$ cat config.mk
export PLATFORM = sky130hd
export DESIGN_NAME = move_entry
export DESIGN_NICKNAME = d
export VERILOG_FILES = /design/src/rtl/go_pkg.sv /design/src/rtl/move_entry_dir_repeat.sv /design/src/rtl/move_entry.sv
export SDC_FILE = /design/constraint.sdc
export NUM_CORES = 1
export LEC_CHECK = 0
export CORE_ASPECT_RATIO = 1.1
export CORE_MARGIN = 3
export CORE_UTILIZATION = 39
export CTS_BUF_LIST = sky130_fd_sc_hd__clkbuf_16
export DETAILED_ROUTE_END_ITERATION = 8
export PLACE_DENSITY = 0.88
export SYNTH_ARGS = -nofsm -noshare
export SYNTH_HDL_FRONTEND = slang
export SYNTH_SLANG_ARGS = --single-unit
$ cat constraint.sdc
create_clock -name clk_in -period 4.3 [get_ports clk_in]
set_clock_uncertainty 0.05 [all_clocks]
set_input_delay 0.86 -clock clk_in [delete_from_list [all_inputs] [get_ports clk_in]]
set_output_delay 0.86 -clock clk_in [all_outputs]
set_load 0.01 [all_outputs]
$ cat src/rtl/go_pkg.sv
// Shared definitions for the 9x9 board move-entry logic.
// Board size, empty/pass encodings, entry FSM states, wrap helper.
package go_pkg;

    localparam int         BOARD_DIM = 9;
    localparam logic [1:0] EMPTY     = 2'b00;
    localparam logic [7:0] PASS_MOVE = 8'hFF;
    localparam logic [3:0] START_POS = 4'd4;

    typedef enum logic [1:0] {
        ST_LOCKED,
        ST_EDIT,
        ST_COMMIT,
        ST_HOLD
    } entry_state_t;

    // One step along an axis; dir=1 increments, dir=0 decrements, 0<->8 wraps.
    function automatic logic [3:0] wrap_step(
        input logic [3:0] pos,
        input logic       dir
    );
        logic [3:0] last;
        last = 4'(BOARD_DIM - 1);
        if (dir)
            wrap_step = (pos == last) ? 4'd0 : pos + 4'd1;
        else
            wrap_step = (pos == 4'd0) ? last : pos - 4'd1;
    endfunction

endpackage

$ cat src/rtl/move_entry_dir_repeat.sv
// Per-direction button edge detector with optional auto-repeat.
// AUTO_REPEAT_EN adds a held-time counter that emits repeat steps.
module dir_repeat
    import go_pkg::*;
`ifdef AUTO_REPEAT_EN
#(
    parameter int REPEAT_DELAY  = 25_000_000,
    parameter int REPEAT_PERIOD = 6_500_000
)
`endif
(
    input  logic i_clk,
    input  logic i_rst,
    input  logic i_btn,
    input  logic i_en,
    output logic o_step
);

    logic r_prev;
    logic w_edge;

    assign w_edge = i_btn & ~r_prev;

    // Previous button sample for rising-edge detection.
    always_ff @(posedge i_clk or posedge i_rst) begin
        if (i_rst)
            r_prev <= 1'b0;
        else
            r_prev <= i_btn;
    end

`ifdef AUTO_REPEAT_EN
    localparam int            CW        = $clog2(REPEAT_DELAY + 1);
    localparam logic [CW-1:0] DELAY_MAX = CW'(REPEAT_DELAY);
    localparam logic [CW-1:0] RELOAD    = CW'(REPEAT_DELAY - REPEAT_PERIOD + 1);

    logic [CW-1:0] r_cnt;
    logic          w_rpt;

    assign w_rpt  = i_en & i_btn & ~w_edge & (r_cnt == DELAY_MAX);
    assign o_step = i_en & (w_edge | w_rpt);

    // Held-time counter; restarts on release or outside edit.
    always_ff @(posedge i_clk or posedge i_rst) begin
        if (i_rst)
            r_cnt <= '0;
        else if (!i_en || !i_btn)
            r_cnt <= '0;
        else if (w_edge)
            r_cnt <= CW'(1);
        else if (w_rpt)
            r_cnt <= RELOAD;
        else
            r_cnt <= r_cnt + 1'b1;
    end
`else
    assign o_step = i_en & w_edge;
`endif

endmodule

$ cat src/rtl/move_entry.sv
// Cursor-driven move entry: buttons -> cursor, commit pulse, reject.
// AUTO_REPEAT_EN enables auto-repeat on held direction buttons.
module move_entry
    import go_pkg::*;
#(
    parameter int HOLD_CYCLES   = 4,
    parameter int REPEAT_DELAY  = 25_000_000,
    parameter int REPEAT_PERIOD = 6_500_000
) (
    input  logic                                      clk_in,
    input  logic                                      reset,
    input  logic                                      my_turn,
    input  logic                                      btn_up,
    input  logic                                      btn_down,
    input  logic                                      btn_left,
    input  logic                                      btn_right,
    input  logic                                      btn_select,
    input  logic                                      btn_pass,
    input  logic [BOARD_DIM-1:0][BOARD_DIM-1:0][1:0] board,
    output logic [7:0]                                move_sel,
    output logic                                      make_move,
    output logic                                      reject
);

    localparam int             HCW       = $clog2(HOLD_CYCLES);
    localparam logic [HCW-1:0] HOLD_LAST = HCW'(HOLD_CYCLES - 2);

    if (HOLD_CYCLES < 3 || REPEAT_PERIOD < 1 ||
        REPEAT_DELAY < REPEAT_PERIOD) begin : g_bad_cfg
        $error("move_entry: invalid parameters");
    end

    entry_state_t   r_state, w_state_nxt;
    logic [3:0]     r_row, r_col, w_row_nxt, w_col_nxt;
    logic [7:0]     r_sel, w_sel_nxt;
    logic           r_make, w_make_nxt;
    logic           r_reject, w_reject_nxt;
    logic [HCW-1:0] r_hold, w_hold_nxt;
    logic           r_sel_prev, r_pass_prev;

    logic w_edit;
    logic w_up, w_down, w_left, w_right;
    logic w_sel_edge, w_pass_edge;
    logic w_occupied;

    assign w_edit      = (r_state == ST_EDIT);
    assign w_sel_edge  = btn_select & ~r_sel_prev;
    assign w_pass_edge = btn_pass & ~r_pass_prev;
    assign w_occupied  = (board[r_row][r_col] != EMPTY);

`ifdef AUTO_REPEAT_EN
    dir_repeat #(
        .REPEAT_DELAY (REPEAT_DELAY),
        .REPEAT_PERIOD(REPEAT_PERIOD)
    ) u_up (
`else
    dir_repeat u_up (
`endif
        .i_clk (clk_in),
        .i_rst (reset),
        .i_btn (btn_up),
        .i_en  (w_edit),
        .o_step(w_up)
    );

`ifdef AUTO_REPEAT_EN
    dir_repeat #(
        .REPEAT_DELAY (REPEAT_DELAY),
        .REPEAT_PERIOD(REPEAT_PERIOD)
    ) u_down (
`else
    dir_repeat u_down (
`endif
        .i_clk (clk_in),
        .i_rst (reset),
        .i_btn (btn_down),
        .i_en  (w_edit),
        .o_step(w_down)
    );

`ifdef AUTO_REPEAT_EN
    dir_repeat #(
        .REPEAT_DELAY (REPEAT_DELAY),
        .REPEAT_PERIOD(REPEAT_PERIOD)
    ) u_left (
`else
    dir_repeat u_left (
`endif
        .i_clk (clk_in),
        .i_rst (reset),
        .i_btn (btn_left),
        .i_en  (w_edit),
        .o_step(w_left)
    );

`ifdef AUTO_REPEAT_EN
    dir_repeat #(
        .REPEAT_DELAY (REPEAT_DELAY),
        .REPEAT_PERIOD(REPEAT_PERIOD)
    ) u_right (
`else
    dir_repeat u_right (
`endif
        .i_clk (clk_in),
        .i_rst (reset),
        .i_btn (btn_right),
        .i_en  (w_edit),
        .o_step(w_right)
    );

    // State, cursor, registered outputs and select/pass edge samples.
    always_ff @(posedge clk_in or posedge reset) begin
        if (reset) begin
            r_state     <= ST_LOCKED;
            r_row       <= START_POS;
            r_col       <= START_POS;
            r_sel       <= {START_POS, START_POS};
            r_make      <= 1'b0;
            r_reject    <= 1'b0;
            r_hold      <= '0;
            r_sel_prev  <= 1'b0;
            r_pass_prev <= 1'b0;
        end else begin
            r_state     <= w_state_nxt;
            r_row       <= w_row_nxt;
            r_col       <= w_col_nxt;
            r_sel       <= w_sel_nxt;
            r_make      <= w_make_nxt;
            r_reject    <= w_reject_nxt;
            r_hold      <= w_hold_nxt;
            r_sel_prev  <= btn_select;
            r_pass_prev <= btn_pass;
        end
    end

    // Next state, cursor movement, commit/reject decisions.
    always_comb begin
        w_state_nxt  = r_state;
        w_row_nxt    = r_row;
        w_col_nxt    = r_col;
        w_sel_nxt    = r_sel;
        w_make_nxt   = 1'b0;
        w_reject_nxt = 1'b0;
        w_hold_nxt   = r_hold;
        unique case (r_state)
            ST_LOCKED: begin
                if (my_turn)
                    w_state_nxt = ST_EDIT;
            end
            ST_EDIT: begin
                if (!my_turn) begin
                    w_state_nxt = ST_LOCKED;
                end else if (w_pass_edge) begin
                    w_state_nxt = ST_COMMIT;
                    w_make_nxt  = 1'b1;
                    w_sel_nxt   = PASS_MOVE;
                end else if (w_sel_edge) begin
                    if (w_occupied) begin
                        w_reject_nxt = 1'b1;
                    end else begin
                        w_state_nxt = ST_COMMIT;
                        w_make_nxt  = 1'b1;
                    end
                end else begin
                    if (w_up && !w_down)
                        w_row_nxt = wrap_step(r_row, 1'b0);
                    else if (w_down && !w_up)
                        w_row_nxt = wrap_step(r_row, 1'b1);
                    if (w_left && !w_right)
                        w_col_nxt = wrap_step(r_col, 1'b0);
                    else if (w_right && !w_left)
                        w_col_nxt = wrap_step(r_col, 1'b1);
                    w_sel_nxt = {w_row_nxt, w_col_nxt};
                end
            end
            ST_COMMIT: begin
                w_state_nxt = ST_HOLD;
                w_hold_nxt  = HOLD_LAST;
            end
            ST_HOLD: begin
                if (r_hold == '0) begin
                    w_state_nxt = my_turn ? ST_EDIT : ST_LOCKED;
                    w_sel_nxt   = {r_row, r_col};
                end else begin
                    w_hold_nxt = r_hold - 1'b1;
                end
            end
            default: begin
                w_state_nxt = ST_LOCKED;
            end
        endcase
    end

    assign move_sel  = r_sel;
    assign make_move = r_make;
    assign reject    = r_reject;

endmodule

==> flow_metrics.tcl, run 1 <==
set metrics [dict create \
    outcome "finished, final reports clean" \
    num_vias 3502 \
    die_h_um 91.7 \
    floorplan.die.width_um 83.9 \
    synth_area_leader_cell "dfrtp_1" \
    pwr-share-comb 0.580 \
    io_pins 181 \
    syn_to_final_growth_pct 72.0 \
    final_area_mm2 0.00448 \
    grt_pass1_vias 3368 \
    die_area_mm2 0.00770 \
    syn_inst 361 \
    synth_enable_flop_cells 0 \
    ys_seq_area_frac 0.271 \
    drive_gt1_frac 0.0402 \
    grtUsageTotal 0.278 \
    numCtsBuffers 3 \
    drtIter0Drc 279 \
    worst_pin_slew_ps 1030 \
    path_class "reg2reg" \
    cts_hold_buffers 0 \
    synth_top_area_frac 0.230 \
    hold_viol 0 \
    hpwlAfterDp_mm 8.92 \
    syn_avg_cell_area_um2 7.22 \
    grt_pass1_wl_mm 17.6 \
    ys_top_cells_by_area "dfrtp_1 (23%), nor2_1 (8.1%), nor3_1 (6.7%)" \
    wirelength_mm 11.1 \
    crit_path_end_kind "flop" \
    whs_ps 419 \
    syn_area_mm2 0.00261 \
    ir_drop_mv 0.371 \
    synth_cell_types 60 \
    critPathLaunchType "flop" \
    ys_ff_latch 28 \
    pwr-share-clk 0.111 \
    switching_share 0.457 \
    fin_util 0.711 \
    power.leakage_nw 1.69 \
    p_per_area_mw_per_mm2 422 \
    core-area_mm2 0.00631 \
    start_util 0.413 \
    fmax_mhz 315 \
    cp.arrival_ps 3330 \
    path_max_fanout 58 \
    setup_viol 0 \
    synth.most_common_cell "nor2_1" \
    synthFlopType "dfrtp_1" \
    rows 30 \
    worst-endpoint-required_ps 4450 \
    cts_resized 0 \
    finalNetCount 699 \
    postCtsSetupBuffers 0 \
    cap_violations 0 \
    total_switching_power_mw 0.864 \
    root_buffer "clkbuf_16" \
    cts_max_path_buffers 2 \
    min_period_ps 3180 \
    slew_viol_final 0 \
    clkLatencyLatePin_ps 260 \
    fin_crit_sh 0.738 \
    tns_ps 0 \
    cp_cell_sequence "nor3b_2, nor4_1, nor4_2, o211ai_1, a2111oi_2, o31ai_2, o21ai_2, a41o_1" \
    firstDrtPassIters 5 \
    place_area_mm2 0.00440 \
    path_delay_family "compound AO/OA/AOI/OAI gates" \
    finalWeightedCongestion 0.877 \
    post_drt_wl_per_cell_um 18.4 \
    yosys_warnings 0 \
    grt.overflow.total 0 \
    hp-class "reg2reg" \
    cts_num_sinks 28 \
    antenna_found_initial 0 \
    antenna_cells 0 \
    synthTopCellsByCount "nor2_1 (56), nor3_1 (35), dfrtp_1 (24), nand2_1 (24), a21oi_1 (23)" \
    clk_pin_slew_ps 60 \
    viasPerCell 5.82 \
    cts_tree "done" \
    cp_num_buf_inv 0 \
    port_buffers 180 \
    htreeDepth 1 \
    seqPwrFrac 0.309 \
    drc 0 \
    synthArstFlopShare 1.00 \
    max_slew_margin 0.309 \
    rsz0062_at_grt "false" \
    syn_nets 537 \
    crit_slowest_cell "dfrtp_2" \
    internal-power_mw 1.03 \
    drtAntennaViolNets 0 \
    grt_max_degree 59 \
    max_stage_delay_ps 1010 \
]
==> cell type report <==
type | instances | area [µm²]
Timing Repair Buffer | 182 | 1820
Clock buffer | 3 | 75.1
Clock inverter | 1 | 3.75
Multi-Input combinational cell | 298 | 1740
Fill cell | 504 | 1820
Inverter | 10 | 37.5
Sequential cell | 28 | 707
Tap cell | 80 | 100
==> cells in the final DEF (no fill, tap or decap), types with 7 or more instances in the layout <==
cell,netlist,layout
a211oi_1,15,15
a21oi_1,23,23
a31oi_1,7,7
clkdlybuf4s50_1,0,180
dfrtp_1,24,23
inv_1,9,10
nand2_1,24,24
nand2b_1,9,9
nand3_1,7,7
nor2_1,56,56
nor3_1,35,35
nor4_1,7,7
o21ai_0,20,20
o21ai_1,12,12
o22ai_1,9,9
==> power by group through the flow <==
stage                     registers [mW]  clock network (mW)  logic (mW)
after floorplan                    0.434                   0       0.805
after global placement             0.575                   0        1.04
after detailed placement           0.578                   0        1.08
after CTS                          0.578               0.213        1.09
after global routing               0.607               0.224        1.22
final                              0.585               0.210        1.10
==> worst reg2reg max path, cell delays in order, from the launching register on <==
cell	delay, ps
dfrtp_2	1010
nor3b_2	420
nor4_1	100
nor4_2	320
o211ai_1	170
a2111oi_2	450
o31ai_2	160
o21ai_2	240
a41o_1	200
==> sequential cells by signal, summed over array words and instances (netlist names), named ones only <==
signal / flops
r_hold: 2
r_pass_prev: 1
move_sel: 8
reject: 1
u_left.r_prev: 1
r_col: 4
r_state: 1
u_right.r_prev: 1
u_down.r_prev: 1
r_row: 4
u_up.r_prev: 1
r_sel_prev: 1
make_move: 1
==> cell families (layout without fill, tap and decap cells) <==
group / after synthesis / after routing / share of synthesized area
adders and majority gates: 5 / 5 / 0.0240
muxes: 3 / 3 / 0.0125
buffers and inverters: 35 / 196 / 0.0605
xor gates and xnor gates: 2 / 2 / 0.00672
AOI/OAI and AO/OA: 119 / 119 / 0.300
and+or+nand+nor: 169 / 169 / 0.326
DFF: 28 / 28 / 0.271
==> metal layers <==
metal  up-vias  track usage  wire length [µm]
met5         -            0                 0
li1       1680            -                 -
met2       191        0.487              5470
met1      1615        0.357              4370
met3        16       0.0512              1080
met4         0       0.0563               145
==> per-stage QoR <==
| stage | total power, mW | setup WS, ps | instances |
|---|---|---|---|
| final | 1.89 | 1120 | 602 |
| after global routing | 2.05 | 918 | 602 |
| after CTS | 1.88 | 1190 | 602 |
| after detailed placement | 1.66 | 987 | 598 |
| after global placement | 1.62 | 1140 | 598 |
| after floorplan | 1.24 | 1860 | 361 |
==> worst paths after layout <==
path | from | endpoint | slack, ps | cells past startpoint
setup / recovery | r_row[0] | r_hold[0] | 1120 | 8
setup reg to reg | r_row[0] | r_hold[0] | 1120 | 8
max in group asynchronous | reset | r_row[0] | 2410 | 2
hold / removal | move_sel[6] | move_sel[6] | 420 | 2
hold reg to reg | move_sel[6] | move_sel[6] | 420 | 2
min in group asynchronous | reset | move_sel[4] | 1100 | 2
Note: power is estimated with default switching activity, not from simulation.
==> run 2: changes to the inputs <==
--- a/config.mk
+++ b/config.mk
@@ -7,10 +7,10 @@
 export LEC_CHECK = 0
 export CORE_ASPECT_RATIO = 1.1
 export CORE_MARGIN = 3
-export CORE_UTILIZATION = 39
+export CORE_UTILIZATION = 36
 export CTS_BUF_LIST = sky130_fd_sc_hd__clkbuf_16
 export DETAILED_ROUTE_END_ITERATION = 8
-export PLACE_DENSITY = 0.88
+export PLACE_DENSITY = 0.82
 export SYNTH_ARGS = -nofsm -noshare
 export SYNTH_HDL_FRONTEND = slang
 export SYNTH_SLANG_ARGS = --single-unit
==> constraint.sdc (replaced) <==
create_clock -name clk_in -period 3.15 [get_ports clk_in]
set_clock_uncertainty 0.05 [all_clocks]
set_input_delay 0.63 -clock clk_in [delete_from_list [all_inputs] [get_ports clk_in]]
set_output_delay 0.63 -clock clk_in [all_outputs]
set_load 0.01 [all_outputs]
==> run 2 against run 1 <==
  * Sequential cell count stayed put
  * Critical path depth did not move
  * Register-to-register slack got worse by 720 ps
  * Global-route usage fell by 2.5 points
  * Highest routed layer unchanged
  * Largest power group unchanged
  * Worst hold slack better by 17 ps
  * Setup slack lost 720 ps
==> flow_metrics.tcl, run 2 (same netlist as run 1, synthesis figures left out) <==
set metrics [dict create \
    worst-endpoint-required_ps 3250 \
    firstDrtPassIters 5 \
    grt.overflow.total 0 \
    cap_violations 0 \
    path_class "reg2reg" \
    postCtsSetupBuffers 0 \
    cp.arrival_ps 2840 \
    rsz0062_at_grt "false" \
    fin_crit_sh 0.871 \
    worst_slack_ps 407 \
    min_period_ps 2740 \
    root_buffer "clkbuf_16" \
    grt_max_degree 29 \
    floorplan.die.width_um 87.1 \
    slew_viol_final 0 \
    max_stage_delay_ps 770 \
    crit_path_end_kind "flop" \
    cts_num_sinks 28 \
    hold_viol 0 \
    core-area_mm2 0.00679 \
    cts_hold_buffers 0 \
    p_per_area_mw_per_mm2 580 \
    drtIter0Drc 156 \
    antenna_cells 0 \
    path_max_fanout 21 \
    finalNetCount 707 \
    numCtsBuffers 3 \
    wirelength_mm 11.0 \
    port_buffers 180 \
    final_common_cell "clkdlybuf4s50_1" \
    drtAntennaViolNets 0 \
    power_mw 2.64 \
    grt_pass1_vias 3375 \
    critPathLaunchType "flop" \
    crit_slowest_cell "dfstp_2" \
    power.leakage_nw 1.73 \
    hpwlAfterDp_mm 9.11 \
    grt_pass1_wl_mm 16.8 \
    outcome "finished, final reports clean" \
    start_util 0.384 \
    worst_pin_slew_ps 662 \
    hp-class "reg2reg" \
    rows 31 \
    clkLatencyLatePin_ps 260 \
    pre_cts_slack_ps 196 \
    clk_pin_slew_ps 60 \
    finalWeightedCongestion 0.868 \
    cts_tree "done" \
    die_area_mm2 0.00830 \
    num_vias 3473 \
    setup_viol 0 \
    viasPerCell 5.67 \
    fmax_mhz 365 \
    cp_cell_sequence "nand2b_1, o22ai_1, nor2_1, o311ai_0, a2111oi_2, o31ai_2, o21ai_2, a32o_1" \
    largest_reg_flops 8 \
    cts_resized 0 \
    drc 0 \
    io_pins 181 \
    htreeDepth 1 \
    final_cell_mix "clkdlybuf4s50_1 (180), nor2_1 (56), nor3_1 (35), nand2_1 (24)" \
    ir_drop_mv 0.508 \
    drive_gt1_frac 0.0547 \
    tns_ps 0 \
    grtUsageTotal 0.253 \
    syn_to_final_growth_pct 74.9 \
    cts_max_path_buffers 2 \
    antenna_found_initial 0 \
    die_h_um 95.2 \
    max_slew_margin 0.555 \
    post_drt_wl_per_cell_um 18.0 \
]
-- run 2: final timing paths --
| check | startpoint | to | slack [ps] | depth (start not counted) |
|---|---|---|---|---|
| setup / recovery | r_row[2] | flop | 410 | 8 |
| hold / removal | move_sel[6] | move_sel[6] | 440 | 2 |
| setup reg to reg | r_row[2] | flop | 410 | 8 |
| hold reg to reg | move_sel[6] | move_sel[6] | 440 | 2 |
| max in group asynchronous | reset | move_sel[2] | 2070 | 3 |
| min in group asynchronous | reset | asynchronous set/reset pin | 680 | 3 |
-- run 2: layer usage --
layer,up-vias,global-route usage,part of all wire
li1,1696,-,-
met1,1583,0.327,0.40
met2,182,0.439,0.48
met3,12,0.0484,0.097
met4,0,0.0486,0.015
met5,-,0,0
-- run 2: power breakdown --
group          internal [mW]  leakage [nW]  switching, mW
sequential             0.497         0.335          0.217
clock                  0.170        0.0385          0.113
combinational          0.792          1.36          0.853
total                   1.46          1.73           1.18
-- run 2: cell type report --
class                   instances  area (µm²)
repair buffers                190        1890
fillers                       579        2230
inverters                      10        37.5
flip-flops and latches         28         707
clock inverters                 1        3.75
clock buffers                   3        75.1
well taps                      82         103
multi-input cells             298        1740
-- run 2: critical path: cells and delay by family (launching register included) --
kind,cells,cell delay [ps]
AOI/OAI and AO/OA,6,1550
and+or+nand+nor,2,240
DFF,1,770
-- run 2: per-stage QoR --
stage | hold slack (ps) | area (µm²) | utilization | cells
finish | 436 | 4560 | 0.672 | 612
global route | 463 | 4560 | 0.672 | 612
CTS | 441 | 4560 | 0.672 | 612
detailed placement | 423 | 4480 | 0.660 | 608
global placement | 409 | 4480 | 0.660 | 608
floorplan | 421 | 2610 | - | 361
